### src/rtl/bus_arbiter_if.sv
// Handshake and bus signals between the two requesters (IF fetch, LS
// load/store), the bus_arbiter, and the shared external memory bus.
//   master : the arbiter's view (takes requests, drives grants/done/bus)
//   slave  : the environment's view (requesters plus bus responder)
interface bus_arbiter_if #(
  parameter int ADDR_W = 32,
  parameter int DATA_W = 32
);
  logic              if_req;
  logic [ADDR_W-1:0] if_addr;
  logic              if_gnt;
  logic              if_done;
  logic [DATA_W-1:0] if_rdata;

  logic              ls_req;
  logic              ls_we;
  logic [ADDR_W-1:0] ls_addr;
  logic [DATA_W-1:0] ls_wdata;
  logic              ls_gnt;
  logic              ls_done;
  logic [DATA_W-1:0] ls_rdata;

  logic              bus_cs;
  logic              bus_we;
  logic [ADDR_W-1:0] bus_addr;
  logic [DATA_W-1:0] bus_wdata;
  logic [DATA_W-1:0] bus_rdata;
  logic              ready_bus;
  logic              bus_err;

  modport master (
    input  if_req, if_addr, ls_req, ls_we, ls_addr, ls_wdata, bus_rdata, ready_bus,
    output if_gnt, if_done, if_rdata, ls_gnt, ls_done, ls_rdata,
           bus_cs, bus_we, bus_addr, bus_wdata, bus_err
  );

  modport slave (
    output if_req, if_addr, ls_req, ls_we, ls_addr, ls_wdata, bus_rdata, ready_bus,
    input  if_gnt, if_done, if_rdata, ls_gnt, ls_done, ls_rdata,
           bus_cs, bus_we, bus_addr, bus_wdata, bus_err
  );
endinterface

### src/rtl/bus_arbiter.sv
// Two-requester (IF fetch / LS load-store) arbiter and sequencer for the
// shared memory bus. Grants one requester at a time with round-robin
// tie-break, latches its address/data, runs the bus until ready_bus or a
// timeout, then returns read data with a one-cycle done pulse.
//
// Ports:
//   clk  : clock, rising edge
//   rst  : synchronous active-high reset
//   bif  : bus_arbiter_if.master (requests, grants, done/rdata, bus signals)
//
// state | meaning
// IDLE  | sample requests, pick a winner, latch its bus fields
// BUSY  | bus_cs high, waiting for ready_bus or timeout; gnt in 1st cycle
// DONE  | one-cycle done pulse (plus bus_err on timeout), requests ignored
module bus_arbiter #(
  parameter int ADDR_W  = 32,
  parameter int DATA_W  = 32,
  parameter int TIMEOUT = 15
) (
  input  logic          clk,
  input  logic          rst,
  bus_arbiter_if.master bif
);

  typedef enum logic [1:0] {IDLE, BUSY, DONE} state_t;

  localparam logic       OWN_IF  = 1'b0;
  localparam logic       OWN_LS  = 1'b1;
  // Down-counter reaches 0 in the TIMEOUT-th BUSY cycle.
  localparam logic [7:0] TC_LOAD = 8'(TIMEOUT - 1);

  state_t            state_q, state_d;
  logic              owner_q, last_owner_q;
  logic              first_q;
  logic              err_q;
  logic [7:0]        cnt_q;
  logic              bus_we_q;
  logic [ADDR_W-1:0] bus_addr_q;
  logic [DATA_W-1:0] bus_wdata_q;
  logic [DATA_W-1:0] if_rdata_q, ls_rdata_q;

  logic any_req;
  logic win_ls;
  logic timeout_hit;

  assign any_req     = bif.if_req | bif.ls_req;
  // LS wins when alone, or on a tie when IF owned the bus last.
  assign win_ls      = bif.ls_req & (~bif.if_req | (last_owner_q == OWN_IF));
  // ready_bus in the final cycle still counts as success.
  assign timeout_hit = (state_q == BUSY) && !bif.ready_bus && (cnt_q == 8'd0);

  // State register
  always_ff @(posedge clk) begin
    if (rst) state_q <= IDLE;
    else     state_q <= state_d;
  end

  // Next-state logic
  always_comb begin
    state_d = state_q;
    case (state_q)
      IDLE:    if (any_req) state_d = BUSY;
      BUSY:    if (bif.ready_bus || timeout_hit) state_d = DONE;
      DONE:    state_d = IDLE;
      default: state_d = IDLE;
    endcase
  end

  // Latched bus fields, ownership, timer and read data
  always_ff @(posedge clk) begin
    if (rst) begin
      owner_q      <= OWN_IF;
      last_owner_q <= OWN_IF;
      first_q      <= 1'b0;
      err_q        <= 1'b0;
      cnt_q        <= 8'd0;
      bus_we_q     <= 1'b0;
      bus_addr_q   <= '0;
      bus_wdata_q  <= '0;
      if_rdata_q   <= '0;
      ls_rdata_q   <= '0;
    end else begin
      case (state_q)
        IDLE: begin
          if (any_req) begin
            owner_q      <= win_ls;
            last_owner_q <= win_ls;
            bus_addr_q   <= win_ls ? bif.ls_addr : bif.if_addr;
            bus_we_q     <= win_ls & bif.ls_we;
            if (win_ls) bus_wdata_q <= bif.ls_wdata;
            cnt_q        <= TC_LOAD;
            first_q      <= 1'b1;
            err_q        <= 1'b0;
          end
        end
        BUSY: begin
          first_q <= 1'b0;
          if (bif.ready_bus) begin
            if (owner_q == OWN_LS) ls_rdata_q <= bif.bus_rdata;
            else                   if_rdata_q <= bif.bus_rdata;
          end else if (cnt_q == 8'd0) begin
            err_q <= 1'b1;
            if (owner_q == OWN_LS) ls_rdata_q <= '0;
            else                   if_rdata_q <= '0;
          end else begin
            cnt_q <= cnt_q - 8'd1;
          end
        end
        default: ;
      endcase
    end
  end

  // Outputs
  always_comb begin
    bif.bus_cs  = 1'b0;
    bif.if_gnt  = 1'b0;
    bif.ls_gnt  = 1'b0;
    bif.if_done = 1'b0;
    bif.ls_done = 1'b0;
    bif.bus_err = 1'b0;
    case (state_q)
      BUSY: begin
        bif.bus_cs = 1'b1;
        bif.if_gnt = first_q & (owner_q == OWN_IF);
        bif.ls_gnt = first_q & (owner_q == OWN_LS);
      end
      DONE: begin
        bif.if_done = (owner_q == OWN_IF);
        bif.ls_done = (owner_q == OWN_LS);
        bif.bus_err = err_q;
      end
      default: ;
    endcase
  end

  assign bif.bus_we    = bus_we_q;
  assign bif.bus_addr  = bus_addr_q;
  assign bif.bus_wdata = bus_wdata_q;
  assign bif.if_rdata  = if_rdata_q;
  assign bif.ls_rdata  = ls_rdata_q;

endmodule

### src/flat_wrapper.sv
// flat-port wrapper written by rule: the top's interface ports become plain ports
module bus_arbiter_flat 
#(
  parameter int ADDR_W  = 32,
  parameter int DATA_W  = 32,
  parameter int TIMEOUT = 15
)
  (clk, rst, bif_if_req, bif_if_addr, bif_ls_req, bif_ls_we, bif_ls_addr, bif_ls_wdata, bif_bus_rdata, bif_ready_bus, bif_if_gnt, bif_if_done, bif_if_rdata, bif_ls_gnt, bif_ls_done, bif_ls_rdata, bif_bus_cs, bif_bus_we, bif_bus_addr, bif_bus_wdata, bif_bus_err);
  bus_arbiter_if #(.ADDR_W(ADDR_W), .DATA_W(DATA_W)) bif_i ();
  input  logic clk;
  input  logic rst;
  input wire logic [$bits(bif_i.if_req)-1:0] bif_if_req;
  input wire logic [$bits(bif_i.if_addr)-1:0] bif_if_addr;
  input wire logic [$bits(bif_i.ls_req)-1:0] bif_ls_req;
  input wire logic [$bits(bif_i.ls_we)-1:0] bif_ls_we;
  input wire logic [$bits(bif_i.ls_addr)-1:0] bif_ls_addr;
  input wire logic [$bits(bif_i.ls_wdata)-1:0] bif_ls_wdata;
  input wire logic [$bits(bif_i.bus_rdata)-1:0] bif_bus_rdata;
  input wire logic [$bits(bif_i.ready_bus)-1:0] bif_ready_bus;
  output wire logic [$bits(bif_i.if_gnt)-1:0] bif_if_gnt;
  output wire logic [$bits(bif_i.if_done)-1:0] bif_if_done;
  output wire logic [$bits(bif_i.if_rdata)-1:0] bif_if_rdata;
  output wire logic [$bits(bif_i.ls_gnt)-1:0] bif_ls_gnt;
  output wire logic [$bits(bif_i.ls_done)-1:0] bif_ls_done;
  output wire logic [$bits(bif_i.ls_rdata)-1:0] bif_ls_rdata;
  output wire logic [$bits(bif_i.bus_cs)-1:0] bif_bus_cs;
  output wire logic [$bits(bif_i.bus_we)-1:0] bif_bus_we;
  output wire logic [$bits(bif_i.bus_addr)-1:0] bif_bus_addr;
  output wire logic [$bits(bif_i.bus_wdata)-1:0] bif_bus_wdata;
  output wire logic [$bits(bif_i.bus_err)-1:0] bif_bus_err;
  assign bif_i.if_req = bif_if_req;
  assign bif_i.if_addr = bif_if_addr;
  assign bif_i.ls_req = bif_ls_req;
  assign bif_i.ls_we = bif_ls_we;
  assign bif_i.ls_addr = bif_ls_addr;
  assign bif_i.ls_wdata = bif_ls_wdata;
  assign bif_i.bus_rdata = bif_bus_rdata;
  assign bif_i.ready_bus = bif_ready_bus;
  assign bif_if_gnt = bif_i.if_gnt;
  assign bif_if_done = bif_i.if_done;
  assign bif_if_rdata = bif_i.if_rdata;
  assign bif_ls_gnt = bif_i.ls_gnt;
  assign bif_ls_done = bif_i.ls_done;
  assign bif_ls_rdata = bif_i.ls_rdata;
  assign bif_bus_cs = bif_i.bus_cs;
  assign bif_bus_we = bif_i.bus_we;
  assign bif_bus_addr = bif_i.bus_addr;
  assign bif_bus_wdata = bif_i.bus_wdata;
  assign bif_bus_err = bif_i.bus_err;
  bus_arbiter #(.ADDR_W(ADDR_W), .DATA_W(DATA_W), .TIMEOUT(TIMEOUT)) u_core (.clk(clk), .rst(rst), .bif(bif_i));
endmodule
### config.mk
export PLATFORM = sky130hd
export DESIGN_NAME = bus_arbiter_flat
export DESIGN_NICKNAME = d
export VERILOG_FILES = /design/src/rtl/bus_arbiter_if.sv /design/src/rtl/bus_arbiter.sv /design/src/flat_wrapper.sv
export SDC_FILE = /design/constraint.sdc
export NUM_CORES = 1
export LEC_CHECK = 0
export BUFFER_PORTS_ARGS = -buffer_cell sky130_fd_sc_hd__buf_2
export CAP_MARGIN = 20
export CORE_MARGIN = 2
export CORE_UTILIZATION = 41
export DETAILED_ROUTE_END_ITERATION = 16
export PLACE_DENSITY = 0.84
export SLEW_MARGIN = 5
export SYNTH_ARGS = -nofsm -noshare
export SYNTH_HDL_FRONTEND = slang
export SYNTH_SLANG_ARGS = --single-unit
### constraint.sdc
create_clock -name clk -period 1.7 [get_ports clk]
set_input_delay 0.34 -clock clk [delete_from_list [all_inputs] [get_ports clk]]
set_output_delay 0.34 -clock clk [all_outputs]
set_load 0.02 [all_outputs]
==> results.cfg <==
[run_status]
status = finished, violations left
violations = negative setup slack

[grt]
antenna_found_initial = 0
grtUsageTotal = 0.217
overflow = 0
grt_pass1_wl_mm = 24.0
grt_max_degree = 75
grt_pass1_vias = 4676

[drt]
ant_nets = 0
dr.pass1.iters = 5
route.detailed.drc = 0
vias_per_cell = 5.30
drt-wirelength-per-cell_um = 16.1
drtIter0Drc = 383
vias = 5242
drt_wl_total_mm = 15.9

[synthesis]
synth_area_per_cell_um2 = 10.2
synth-compound-area-share = 0.230
postSynthCellCount = 522
async_flop_share = 0
ys_seq_area_frac = 0.534
synth_flop_cell = dfxtp_1
synthesis.nets = 658
synth_cell_types = 42
synth_xor_area_frac = 0
synthSimpleGateAreaFrac = 0.119
synthAdderAreaFrac = 0.00470
synth_edf_count = 0
netlist_area_um2 = 5320
ys_warn_count = 0
synth_top_family_by_area = compound AO/OA/AOI/OAI gates
synth.area.mux_share = 0.0640
yosys_register_bits = 142

[timing]
worstMarginPinSlew_ns = 0.536
layout_min_cycle_time_ns = 1.85
slew_violations = 0
fmax_ghz = 0.542
setup_viol = 72
setup_tns_ns = -6.94
setup_slack_ns = -0.146
finClkSkew_ns = 0.00951
hold_viol = 0
fin_crit_sh = 1.09
rsz0062_at_grt = true
relSlewSlack = 0.643

[cells_and_area]
drive_gt1_frac = 0.452
num_antenna_cells = 0
final_cell_count_no_fill = 989
regArea_um2 = 2850
design_area_um2 = 7850
area_growth_pct = 47.5
utilization = 0.622
multi_input_comb_area_um2 = 2390
fillers = 1069
nets = 940

[setup_path]
crit_buf_inv = 2
critPathKind = reg -> reg
critPathMaxFanout = 8
max_stage_delay_ns = 0.50
critPathLaunchType = flip-flop
crit_family = compound AO/OA/AOI/OAI gates
arrival_ns = 2.14
required_ns = 2.00
endpoint_kind = flip-flop
slowest_stage = or4b_4
worstPathCellList = inv_2 > ha_1 > or4b_4 > o21bai_4 > buf_6 > a21oi_4 > a32o_2

[clocking]
root_buffer = clkbuf_16
cts_sinks = 142
h-tree-depth = 4
cts_buffers = 17
path_clk_slew_ns = 0.06
clk-insertion-delay-late_ns = 0.41
cts_buffer_depth = 2
cts_tree = done

[die]
start_util = 0.422
die_w_um = 118
die_area_um2 = 13900
pin_count = 269
fp-row-count = 41
dieHeight_um = 118
core_region_area_um2 = 12600

[flow_run]
cap_violations = 0

[power_and_ir_drop]
power_density_nw_per_um2 = 1330
p_leak_nw = 3.68
max-vdd-ir-drop_uv = 844

[placed_design]
place_ws_ns = -0.195
io_buffers = 268
placed_area_um2 = 6920
dp_hpwl_mm = 10.1
routabilityCongestion = 0.820
placed_cells = 939

[worst_hold_path]
hp-class = in -> reg
==> registers in the layout, summed over array words and instances, names as in the netlist <==
signal and flops:
u_core.bif.bus_addr 32, u_core.bif.bus_wdata 32, u_core.bif.if_rdata 32, u_core.bif.ls_rdata 32, u_core.cnt_q 8, u_core.state_q 2
u_core.bif.bus_we 1, u_core.err_q 1, u_core.first_q 1, u_core.owner_q 1
==> through the flow <==
| step | hold WS, ns | power [W] |
|---|---|---|
| after global placement | 0.439 | 0.00611 |
| after detailed placement | 0.444 | 0.00615 |
| after global routing | 0.143 | 0.0109 |
| after CTS | 0.136 | 0.0104 |
| final | 0.159 | 0.0104 |
| after floorplan | 0.440 | 0.00533 |
==> power breakdown <==
| group | total, W | internal (W) | leakage [nW] | switching (W) |
|---|---|---|---|---|
| sequential | 0.00384 | 0.00367 | 1.16 | 0.000174 |
| clock | 0.00399 | 0.00253 | 0.310 | 0.00147 |
| combinational | 0.00256 | 0.00104 | 2.21 | 0.00153 |
| total | 0.0104 | 0.00723 | 3.68 | 0.00317 |
==> cells in the final DEF (no fill, tap or decap), types with 3 or more instances in the layout <==
cell type / count
buf_4: 28
nor4_1: 3
bufinv_16: 4
dfxtp_2: 4
buf_12: 5
clkbuf_16: 18
dfxtp_1: 137
a32o_1: 63
a211oi_1: 33
buf_2: 264
a21oi_1: 38
a21oi_4: 8
inv_6: 4
nor2_1: 39
nand3_1: 3
buf_6: 7
inv_2: 3
or3_1: 4
a21boi_1: 3
mux2i_1: 34
nand2_1: 70
==> cells in the mapped netlist, types with 2 or more instances <==
cell | instances | area (um2)
nand3_1 | 3 | 15.0
buf_1 | 5 | 18.8
nor4_1 | 3 | 18.8
nor3b_1 | 2 | 15.0
and3b_1 | 2 | 17.5
o21ai_1 | 2 | 10.0
dfxtp_1 | 142 | 2840
nand2b_1 | 3 | 18.8
and3_1 | 2 | 12.5
or3_1 | 5 | 31.3
buf_2 | 12 | 60.1
a32o_1 | 64 | 641
ha_1 | 2 | 25.0
nand2_1 | 70 | 263
a21boi_1 | 4 | 30.0
mux2i_1 | 34 | 340
clkbuf_1 | 25 | 93.8
and2_1 | 4 | 25.0
nor2_1 | 39 | 146
a211oi_1 | 33 | 248
a21oi_1 | 39 | 195
buf_6 | 6 | 67.6
inv_1 | 2 | 7.51
==> worst paths after layout <==
path	to	slack, ns	cells past startpoint	startpoint
worst min register to register	u_core.bif.bus_wdata[22]	0.45	2	u_core.bif.bus_wdata[22]
worst max-delay path	u_core.bif.ls_rdata[5]	-0.15	7	u_core.cnt_q[1]
worst min-delay path	u_core.bif.bus_wdata[19]	0.16	3	bif_ls_wdata[19]
worst max register to register	u_core.bif.ls_rdata[5]	-0.15	7	u_core.cnt_q[1]
==> area by class of cell <==
class,instances,share of cell area
sequential,142,0.363
multi-input combinational,335,0.304
timing repair buffer,305,0.221
clock buffer,18,0.0560
tap,172,0.0274
clock inverter,14,0.0260
inverter,3,0.00144
==> logic make-up (layout without fill, tap and decap cells) <==
group	count (synthesis)	count (layout)
buf+inv	51	340
mux	34	34
compound gates	152	158
flops	142	142
fa+ha+maj	2	2
simple gates	141	141
==> what timing repair did <==
action | in CTS | in global routing
pin swaps | 13 | 9
buffers inserted | 8 | 4
cloned | 6 | 1
hold buffers | 0 | 0
endpoints found under the setup margin | 69 | 86
resized for setup | 24 | 9
==> metal layers <==
metal,routed length (um),global-route usage,up-vias
met5,0,0,-
met4,250,0.0753,0
met3,1320,0.0703,18
met2,8110,0.381,256
met1,6260,0.247,2449
li1,-,-,2519
==> worst min-delay path: cells and delay by family <==
kind / cells / cell delay, ns
compound gates: 1 / 0.05
buf+inv: 1 / 0.09
simple gates: 1 / 0.04
Power figures use the tool's default switching activity.
